<file path="config.mk">
export PLATFORM = sky130hd
export DESIGN_NAME = psum_collector
export DESIGN_NICKNAME = d
export VERILOG_FILES = /design/src/rtl/psum_collector_pkg.sv /design/src/rtl/psum_collector_deskew.sv /design/src/rtl/psum_collector.sv
export SDC_FILE = /design/constraint.sdc
export NUM_CORES = 2
export LEC_CHECK = 0
export CAP_MARGIN = 20
export CORE_MARGIN = 8
export CORE_UTILIZATION = 66
export CTS_CLUSTER_DIAMETER = 150
export DETAILED_ROUTE_END_ITERATION = 10
export PLACE_DENSITY = 0.84
export SLEW_MARGIN = 20
export SYNTH_ARGS = -nofsm -noshare
export SYNTH_HDL_FRONTEND = slang
export SYNTH_HIERARCHICAL = 1
export SYNTH_SLANG_ARGS = --single-unit
</file>
<file path="constraint.sdc">
create_clock -name clk -period 56.5 [get_ports clk]
set_clock_uncertainty 0.2 [all_clocks]
set_input_delay 5.65 -clock clk [delete_from_list [all_inputs] [get_ports clk]]
set_output_delay 5.65 -clock clk [all_outputs]
set_load 0.03 [all_outputs]
</file>
<file path="src/rtl/psum_collector_pkg.sv">
// Shared definitions for the partial-sum collector.
// Holds the default geometry, the FSM state encoding and the deskew delay helper.
package psum_collector_pkg;

   // Default geometry: array columns, incoming lane width, accumulator width, rows per tile
   localparam int PC_ARRAY_COL = 4;
   localparam int PC_ACC_WIDTH = 16;
   localparam int PC_OUT_WIDTH = 32;
   localparam int PC_DEPTH     = 4;

   // Number of sideband flags carried alongside the data: {last, first, valid}
   localparam int PC_FLAG_W = 3;

   typedef enum logic [1:0] {
      PC_IDLE  = 2'd0,
      PC_ACCUM = 2'd1,
      PC_DRAIN = 2'd2
   } pc_state_e;

   // Delay applied to a lane so that every lane lines up with the most-lagging column.
   // Skewed lanes: lane n already lags by n cycles, so it needs max_dly-n more.
   // Unskewed lanes (flags): the full max_dly.
   function automatic int pc_lane_delay(input int max_dly, input int lane, input bit skewed);
      return skewed ? (max_dly - lane) : max_dly;
   endfunction

endpackage

</file>
<file path="src/rtl/psum_collector_deskew.sv">
// Per-lane delay line that realigns skewed systolic-array outputs.
// Lane gi is delayed by pc_lane_delay(MAX_DLY, gi, SKEWED) registers; zero delay is a wire.
module psum_deskew
   import psum_collector_pkg::*;
#(
   parameter int LANES   = 4,
   parameter int LANE_W  = 16,
   parameter int MAX_DLY = 3,
   parameter bit SKEWED  = 1'b1
) (
   input  logic                      clk,
   input  logic                      rst,
   input  logic [LANES*LANE_W-1:0]   i_data,
   output logic [LANES*LANE_W-1:0]   o_data
);

   genvar gi;
   generate
      for (gi = 0; gi < LANES; gi++) begin : g_lane
         localparam int DLY = pc_lane_delay(MAX_DLY, gi, SKEWED);
         if (DLY == 0) begin : g_wire
            assign o_data[gi*LANE_W +: LANE_W] = i_data[gi*LANE_W +: LANE_W];
         end else begin : g_pipe
            logic [LANE_W-1:0] r_pipe [DLY];
            // Shift register: shifts every cycle regardless of collector state
            always_ff @(posedge clk or posedge rst) begin
               if (rst) begin
                  for (int i = 0; i < DLY; i++) r_pipe[i] <= '0;
               end else begin
                  r_pipe[0] <= i_data[gi*LANE_W +: LANE_W];
                  for (int i = 1; i < DLY; i++) r_pipe[i] <= r_pipe[i-1];
               end
            end
            assign o_data[gi*LANE_W +: LANE_W] = r_pipe[DLY-1];
         end
      end
   endgenerate

endmodule

</file>
<file path="src/rtl/psum_collector.sv">
// Partial-sum collector: deskews systolic-array column outputs, accumulates K-tiles
// into a DEPTH-row buffer and drains finished rows over valid/ready.
// Optional macro PSUM_SAT_EN: accumulation saturates to the signed OUT_WIDTH range
// instead of wrapping. First-tile overwrite is unaffected either way.
// DEPTH must be a power of two >= 2 so the row pointers wrap naturally.
module psum_collector
   import psum_collector_pkg::*;
#(
   parameter int ARRAY_COL = PC_ARRAY_COL,
   parameter int ACC_WIDTH = PC_ACC_WIDTH,
   parameter int OUT_WIDTH = PC_OUT_WIDTH,
   parameter int DEPTH     = PC_DEPTH,
   localparam int IDX_W    = (DEPTH > 1) ? $clog2(DEPTH) : 1
) (
   input  logic                           clk,
   input  logic                           rst,
   input  logic                           in_valid,
   input  logic                           in_tile_first,
   input  logic                           in_tile_last,
   input  logic [ARRAY_COL*ACC_WIDTH-1:0] in_psum_vec,
   output logic                           busy,
   output logic                           out_valid,
   input  logic                           out_ready,
   output logic [ARRAY_COL*OUT_WIDTH-1:0] out_vec,
   output logic [IDX_W-1:0]               out_row_idx,
   output logic                           err_overrun
);

   localparam int ROW_W = ARRAY_COL * OUT_WIDTH;

   pc_state_e              r_state;
   logic [IDX_W-1:0]       r_wr_ptr;
   logic [IDX_W-1:0]       r_rd_ptr;
   logic                   r_busy;
   logic                   r_out_valid;
   logic [ROW_W-1:0]       r_out_vec;
   logic [IDX_W-1:0]       r_out_row_idx;
   logic                   r_err_overrun;
   logic [ROW_W-1:0]       r_buf [DEPTH];

   logic [ARRAY_COL*ACC_WIDTH-1:0] w_a_row;
   logic [PC_FLAG_W-1:0]           w_a_flags;
   logic                           w_in_gated;
   logic                           w_a_valid;
   logic                           w_a_first;
   logic                           w_a_last;
   logic [ROW_W-1:0]               w_new_row;
   logic [ROW_W-1:0]               w_old_row;
   logic [IDX_W-1:0]               w_rd_next;

   // Samples arriving while draining are dropped before they enter the deskew pipe
   assign w_in_gated = in_valid & ~r_busy;

   psum_deskew #(
      .LANES   (ARRAY_COL),
      .LANE_W  (ACC_WIDTH),
      .MAX_DLY (ARRAY_COL - 1),
      .SKEWED  (1'b1)
   ) u_deskew_data (
      .clk    (clk),
      .rst    (rst),
      .i_data (in_psum_vec),
      .o_data (w_a_row)
   );

   psum_deskew #(
      .LANES   (1),
      .LANE_W  (PC_FLAG_W),
      .MAX_DLY (ARRAY_COL - 1),
      .SKEWED  (1'b0)
   ) u_deskew_flags (
      .clk    (clk),
      .rst    (rst),
      .i_data ({in_tile_last, in_tile_first, w_in_gated}),
      .o_data (w_a_flags)
   );

   assign w_a_valid = w_a_flags[0];
   assign w_a_first = w_a_flags[1];
   assign w_a_last  = w_a_flags[2];
   assign w_old_row = r_buf[r_wr_ptr];
   assign w_rd_next = r_rd_ptr + 1'b1;

   genvar gi;
   generate
      for (gi = 0; gi < ARRAY_COL; gi++) begin : g_acc
         logic signed [ACC_WIDTH-1:0] w_lane_in;
         logic signed [OUT_WIDTH-1:0] w_lane_ext;
         logic signed [OUT_WIDTH-1:0] w_lane_old;
         logic        [OUT_WIDTH-1:0] w_lane_sum;

         assign w_lane_in  = w_a_row[gi*ACC_WIDTH +: ACC_WIDTH];
         assign w_lane_ext = OUT_WIDTH'(w_lane_in);
         assign w_lane_old = w_old_row[gi*OUT_WIDTH +: OUT_WIDTH];
`ifdef PSUM_SAT_EN
         // One extra bit exposes signed overflow: top two bits disagree
         logic [OUT_WIDTH:0] w_lane_wide;
         assign w_lane_wide = {w_lane_old[OUT_WIDTH-1], w_lane_old}
                            + {w_lane_ext[OUT_WIDTH-1], w_lane_ext};
         assign w_lane_sum  = (w_lane_wide[OUT_WIDTH] != w_lane_wide[OUT_WIDTH-1])
                            ? (w_lane_wide[OUT_WIDTH] ? {1'b1, {(OUT_WIDTH-1){1'b0}}}
                                                      : {1'b0, {(OUT_WIDTH-1){1'b1}}})
                            : w_lane_wide[OUT_WIDTH-1:0];
`else
         assign w_lane_sum  = w_lane_old + w_lane_ext;
`endif
         assign w_new_row[gi*OUT_WIDTH +: OUT_WIDTH] = w_a_first ? w_lane_ext : w_lane_sum;
      end
   endgenerate

   // Row buffer: first tile overwrites, later tiles accumulate into the addressed row
   always_ff @(posedge clk or posedge rst) begin
      if (rst) begin
         for (int i = 0; i < DEPTH; i++) r_buf[i] <= '0;
      end else if (w_a_valid) begin
         r_buf[r_wr_ptr] <= w_new_row;
      end
   end

   // Control FSM: collect tiles, then hand out DEPTH rows with registered outputs
   always_ff @(posedge clk or posedge rst) begin
      if (rst) begin
         r_state       <= PC_IDLE;
         r_wr_ptr      <= '0;
         r_rd_ptr      <= '0;
         r_busy        <= 1'b0;
         r_out_valid   <= 1'b0;
         r_out_vec     <= '0;
         r_out_row_idx <= '0;
      end else begin
         if (w_a_valid) r_wr_ptr <= r_wr_ptr + 1'b1;
         case (r_state)
            PC_IDLE, PC_ACCUM: begin
               if (w_a_valid && w_a_last && (r_wr_ptr == IDX_W'(DEPTH - 1))) begin
                  r_state  <= PC_DRAIN;
                  r_busy   <= 1'b1;
                  r_rd_ptr <= '0;
               end else if (w_a_valid) begin
                  r_state <= PC_ACCUM;
               end
            end
            PC_DRAIN: begin
               if (!r_out_valid) begin
                  // First drain cycle: present row 0, which was finalised on entry
                  r_out_valid   <= 1'b1;
                  r_out_vec     <= r_buf[r_rd_ptr];
                  r_out_row_idx <= r_rd_ptr;
               end else if (out_ready) begin
                  if (r_rd_ptr == IDX_W'(DEPTH - 1)) begin
                     r_out_valid <= 1'b0;
                     r_busy      <= 1'b0;
                     r_wr_ptr    <= '0;
                     r_rd_ptr    <= '0;
                     r_state     <= PC_IDLE;
                  end else begin
                     r_rd_ptr      <= w_rd_next;
                     r_out_vec     <= r_buf[w_rd_next];
                     r_out_row_idx <= w_rd_next;
                  end
               end
            end
            default: r_state <= PC_IDLE;
         endcase
      end
   end

   // Sticky overrun flag: upstream pushed while we were draining
   always_ff @(posedge clk or posedge rst) begin
      if (rst) r_err_overrun <= 1'b0;
      else if (in_valid && r_busy) r_err_overrun <= 1'b1;
   end

   assign busy        = r_busy;
   assign out_valid   = r_out_valid;
   assign out_vec     = r_out_vec;
   assign out_row_idx = r_out_row_idx;
   assign err_overrun = r_err_overrun;

endmodule

</file>
# ---- Yosys cells after proc, flatten, opt, wreduce, memory -nomap -nowiden
# Cells that the tools add are included.
dict set report totals {
  regBits 756
  input_bits 70
  output_inout_bits 133
}
dict set report op_classes {
  addsub 6
  magnitude_cmp 4
  n_eq_ne 11
  n_mux 46
  bitwise 5
  n_reduce_logical 11
}
# op n
set ops {}
lappend ops {{128-bit 2-to-1 mux} 10}
lappend ops {{128-bit binary-select mux with 2-bit select} 3}
lappend ops {{512-bit bitwise mux} 1}
lappend ops {{128-bit demux with 2-bit select} 1}
lappend ops {{32-bit by 16-bit adder with 32-bit output} 4}
lappend ops {{32-bit 2-to-1 mux} 4}
lappend ops {{2-bit 2-to-1 mux} 17}
lappend ops {{2-bit != test, second input constant} 6}
lappend ops {{3-bit >= comparator, second input constant} 3}
lappend ops {{2-bit inverter with 3-bit output} 3}
lappend ops {{2-bit one-hot mux with 2 select lines} 2}
lappend ops {{4-bit AND reduction} 2}
lappend ops {{1-bit 2-to-1 mux} 7}
lappend ops {{2-bit equality test, second input constant} 3}
lappend ops {{5-bit AND reduction} 1}
lappend ops {{2-bit by 1-bit adder with 2-bit output, second input constant} 2}
lappend ops {{1-bit logical AND} 4}
lappend ops {{3-bit by 1-bit < comparator with 1-bit output, second input constant} 1}
lappend ops {{3-bit by 2-bit != test with 1-bit output, second input constant} 1}
lappend ops {{3-bit AND reduction} 1}
lappend ops {{2-bit by 1-bit equality test with 1-bit output, second input constant} 1}
lappend ops {{2-bit zero test} 1}
lappend ops {{1-bit one-hot mux with 2 select lines} 1}
lappend ops {{2-bit nonzero test} 1}
lappend ops {{other kinds (3)} 3}

# ---- Longest topological paths before layout
dict set report depth {
  ltp_word 8
  depth_mapped 17
  mapped_depth_nobuf 13
}

# ---- Cells and area by module
# Netlist, hierarchy kept.
# module n_inst cells_each area_per_inst_um2 seq_area_each_um2
set by_module_without_submodules {}
lappend by_module_without_submodules {psum_collector 1 3817 40385.0 16290.6}
lappend by_module_without_submodules {{psum_deskew (u_deskew_data)} 1 145 2766.4 2402.3}
lappend by_module_without_submodules {{psum_deskew (u_deskew_flags)} 1 13 251.5 225.2}

# ---- Worst setup path after synthesis
# OpenSTA, ideal clock, no wires.
dict set report synth_timing {
  kind {in2reg}
  from {input in_psum_vec[48]}
  to {register r_buf[242] in the netlist's numbering}
  arrival_time_ns 8.301
  required_time_ns 56.169
  slack_ns 47.867
  stages 13
  n_path_buf 1
  cell_sequence {buf_4 -> ha_1 -> fa_1 -> a211oi_1 -> o211ai_1 -> a21boi_2 -> o21ai_1 -> a31oi_1 -> nor3_1 -> a2111oi_2 -> xnor2_1 -> a21boi_1 -> o21ai_0}
}
dict set report synth_between {
  elab_chain_len 3
}
# element line_no
set synth_rtl {}
lappend synth_rtl {{from (decl)} psum_collector.sv:20} ;# input logic [ARRAY_COL*ACC_WIDTH-1:0] in_psum_vec,
lappend synth_rtl {{32-bit by 16-bit adder with 32-bit output} psum_collector.sv:105} ;# assign w_lane_sum = w_lane_old + w_lane_ext;
lappend synth_rtl {{32-bit 2-to-1 mux} psum_collector.sv:107} ;# assign w_new_row[gi*OUT_WIDTH +: OUT_WIDTH] = w_a_first ? w_lane_ext : w_lane_sum;
lappend synth_rtl {{512-bit bitwise mux} psum_collector.sv:116} ;# r_buf[r_wr_ptr] <= w_new_row;
lappend synth_rtl {{to (signal, indexed assignment)} psum_collector.sv:116}
lappend synth_rtl {{to (decl)} psum_collector.sv:39} ;# logic [ROW_W-1:0] r_buf [DEPTH];
# No other way between the ends.
# A chain may end at the register's enable or synchronous reset.

==> metrics <==
Vias=~33000; max-slew violation count=0; library cells used by synthesis=71; chip width=272 um; Tcrit/Tclk final=0.160; area grow syn2layout=11.1%; Setup CP Type=in -> async; top cell type's share of synthesized area=0.436; 1st-iter DRT viols=3017; final wirelength=108 mm; Startpoint Class=input pin; core box area=approximately 0.065 mm2; final hold vios=0; grt ovf=0; diode count=0; post-CTS sizing=0; Max clock buf depth=3; total negative slack=0 ns; most frequent cells in the layout=dfrtp_1, nand2_1, o21ai_0; WL/cell=22.2 um; Worst Path Max Fanout=roughly 130; Worst-path clk slew=~0.060 ns; Layout Cells excl Fill=4886; placed insts=4738; synth top area cells=dfrtp_1, mux4_2, o21ai_0, nand2_1, ha_1; initial core utilization=0.664; HP Class=reg -> reg; Port Buffer Count=202; vias in the first global route=between 30000 and 40000; status=finished, final reports clean; Post-synth EDFFs=0; CP required=56.91 ns; min Tclk post-route=between 9 and 10 ns; post-route worst setup slack=47.44 ns; drt drc=0; Crit. End Element=async pin; Synth area leader=dfrtp_1; initial antenna violation count=1; first-pass GRT wire length=178 mm; Peak Freq=about 0.11 GHz; Cell Pwr Density=72.6 mW/mm2; Routed Antenna Nets=0; LEAKAGE=20.7 nW; RSZ-0062 raised after global routing=false; clock root buffer=clkbuf_16; post-synthesis cell area=~0.043 mm2; commonest non-fill, non-tap cell in the layout=dfrtp_1; CTS Buf Count=80; Yosys reg bits=between 700 and 800; largest net degree at the start of global routing=177; ys async rst share=1.00; DP Area=0.0454 mm2; DIE HEIGHT=272 um; sequential share of the synthesized area=0.436; DIE AREA=0.0742 mm2; final setup fails=0; mean cell area of the mapped netlist=10.9 um2; Vias/cell=6.69; dpl ws=46.63 ns; ys flop type=dfrtp_1; I/O pins=203; # fillers=4275; Max rail drop VDD=between 0.03 and 0.04 mV; CTS tree=built; CTS H-tree lvls=3; clock tree sinks=756; syn_nets=between 4000 and 5000; drt pass-1 iters=6; Post-CTS Hold Buffers=0; CP Data Arrival Time=9.47 ns; Gate Count Post-Synth=3975; worst slew pin tran=1.13 ns; aggregate global-route resource usage=0.294; clock latency on the worst-skew pair=0.63 ns; Nets=roughly 4200; post-route cell area=0.0482 mm2; post-DP HPWL=66.1 mm; layout cells sized above 1=0.147; Final GP Congestion=approximately 0.90; Yosys warnings=6; postcts setup bufs=0; total power=3.50 mW; Slew HR=0.245; Max-Cap Viols=0; Site Rows=between 90 and 100
==> synthesized netlist by cell type, drive strengths merged, types with 26 or more instances <==
master / instances
clkbuf: 228
o21ai: 536
mux2i: 141
o21a: 26
a21o: 38
inv: 29
nor2: 235
dfrtp: 756
buf: 111
mux4: 384
a21oi: 284
xnor2: 70
xor2: 43
nand2: 665
a21boi: 40
ha: 129
==> metal layers <==
| layer | global-route usage | share of wire |
|---|---|---|
| met2 | 0.491 | 0.50 |
| met5 | 0 | 0.00012 |
| met4 | 0.122 | 0.035 |
| met1 | 0.386 | 0.39 |
| met3 | 0.0444 | 0.074 |
==> state kept, by name (all words and copies together) (netlist names) <==
register / cells
u_deskew_flags/g_lane.g_pipe.r_pipe: 6
out_vec: 128
u_deskew_flags/o_data: 3
busy: 1
r_buf: 512
r_rd_ptr: 2
r_wr_ptr: 2
r_state: 2
err_overrun: 1
u_deskew_data/g_lane.g_pipe.r_pipe: 64
u_deskew_data/o_data: 32
out_row_idx: 2
out_valid: 1
==> through the flow <==
step	hold WS, ns	util
detailed placement	0.135	0.695
global placement	0.132	0.695
finish	0.142	0.738
CTS	0.144	0.737
floorplan	0.131	-
global route	0.149	0.738
==> path summary, 6_finish.rpt <==
check                                                          start                                        end  slack, ns  cells past startpoint
setup / recovery                                                 rst                                 r_buf[491]      47.44                      5
hold / removal             u_deskew_data/g_lane[0].g_pipe.r_pipe[41]  u_deskew_data/g_lane[0].g_pipe.r_pipe[25]       0.14                      0
setup reg to reg                                         r_wr_ptr[0]                                 r_buf[186]      49.98                     15
hold reg to reg            u_deskew_data/g_lane[0].g_pipe.r_pipe[41]  u_deskew_data/g_lane[0].g_pipe.r_pipe[25]       0.14                      0
max in group clk                                     in_psum_vec[63]                                 r_buf[254]      47.53                     12
min in group asynchronous                                        rst                   u_deskew_flags/o_data[1]       5.37                      2
==> kinds of logic (layout without fill, tap and decap cells) <==
logic type / after synthesis / in the layout / share of synthesized area
AO/OA/AOI/OAI: 1055 / 1055 / 0.138
AND/OR/NAND/NOR: 1024 / 1024 / 0.0955
flip-flops: 756 / 756 / 0.436
multiplexers: 526 / 526 / 0.232
buffers and inverters: 368 / 415 / 0.0363
adder cells (fa/ha/maj): 133 / 133 / 0.0390
XOR/XNOR: 113 / 113 / 0.0230
==> report_power, final <==
| part | switching, mW | internal (mW) | total (mW) |
|---|---|---|---|
| logic | 1.03 | 0.904 | 1.94 |
| clock network | 0.224 | 0.329 | 0.553 |
| registers | 0.235 | 0.775 | 1.01 |
==> critical path, cell delays in order <==
cell             delay (ns)
clkdlybuf4s50_1        0.56
inv_8                  0.59
buf_4                  0.80
buf_4                  0.75
buf_4                  0.87
==> final cells by class <==
class | instances | area (um2) | area share
Multi-Input combinational cell | 2851 | 23000 | 0.476
Clock buffer | 112 | 2360 | 0.0488
Clock inverter | 36 | 425 | 0.00882
Sequential cell | 756 | 18900 | 0.393
Timing Repair Buffer | 238 | 2340 | 0.0485
Inverter | 29 | 120 | 0.00249
Tap cell | 864 | 1080 | 0.0224
Power figures use the tool's default switching activity.
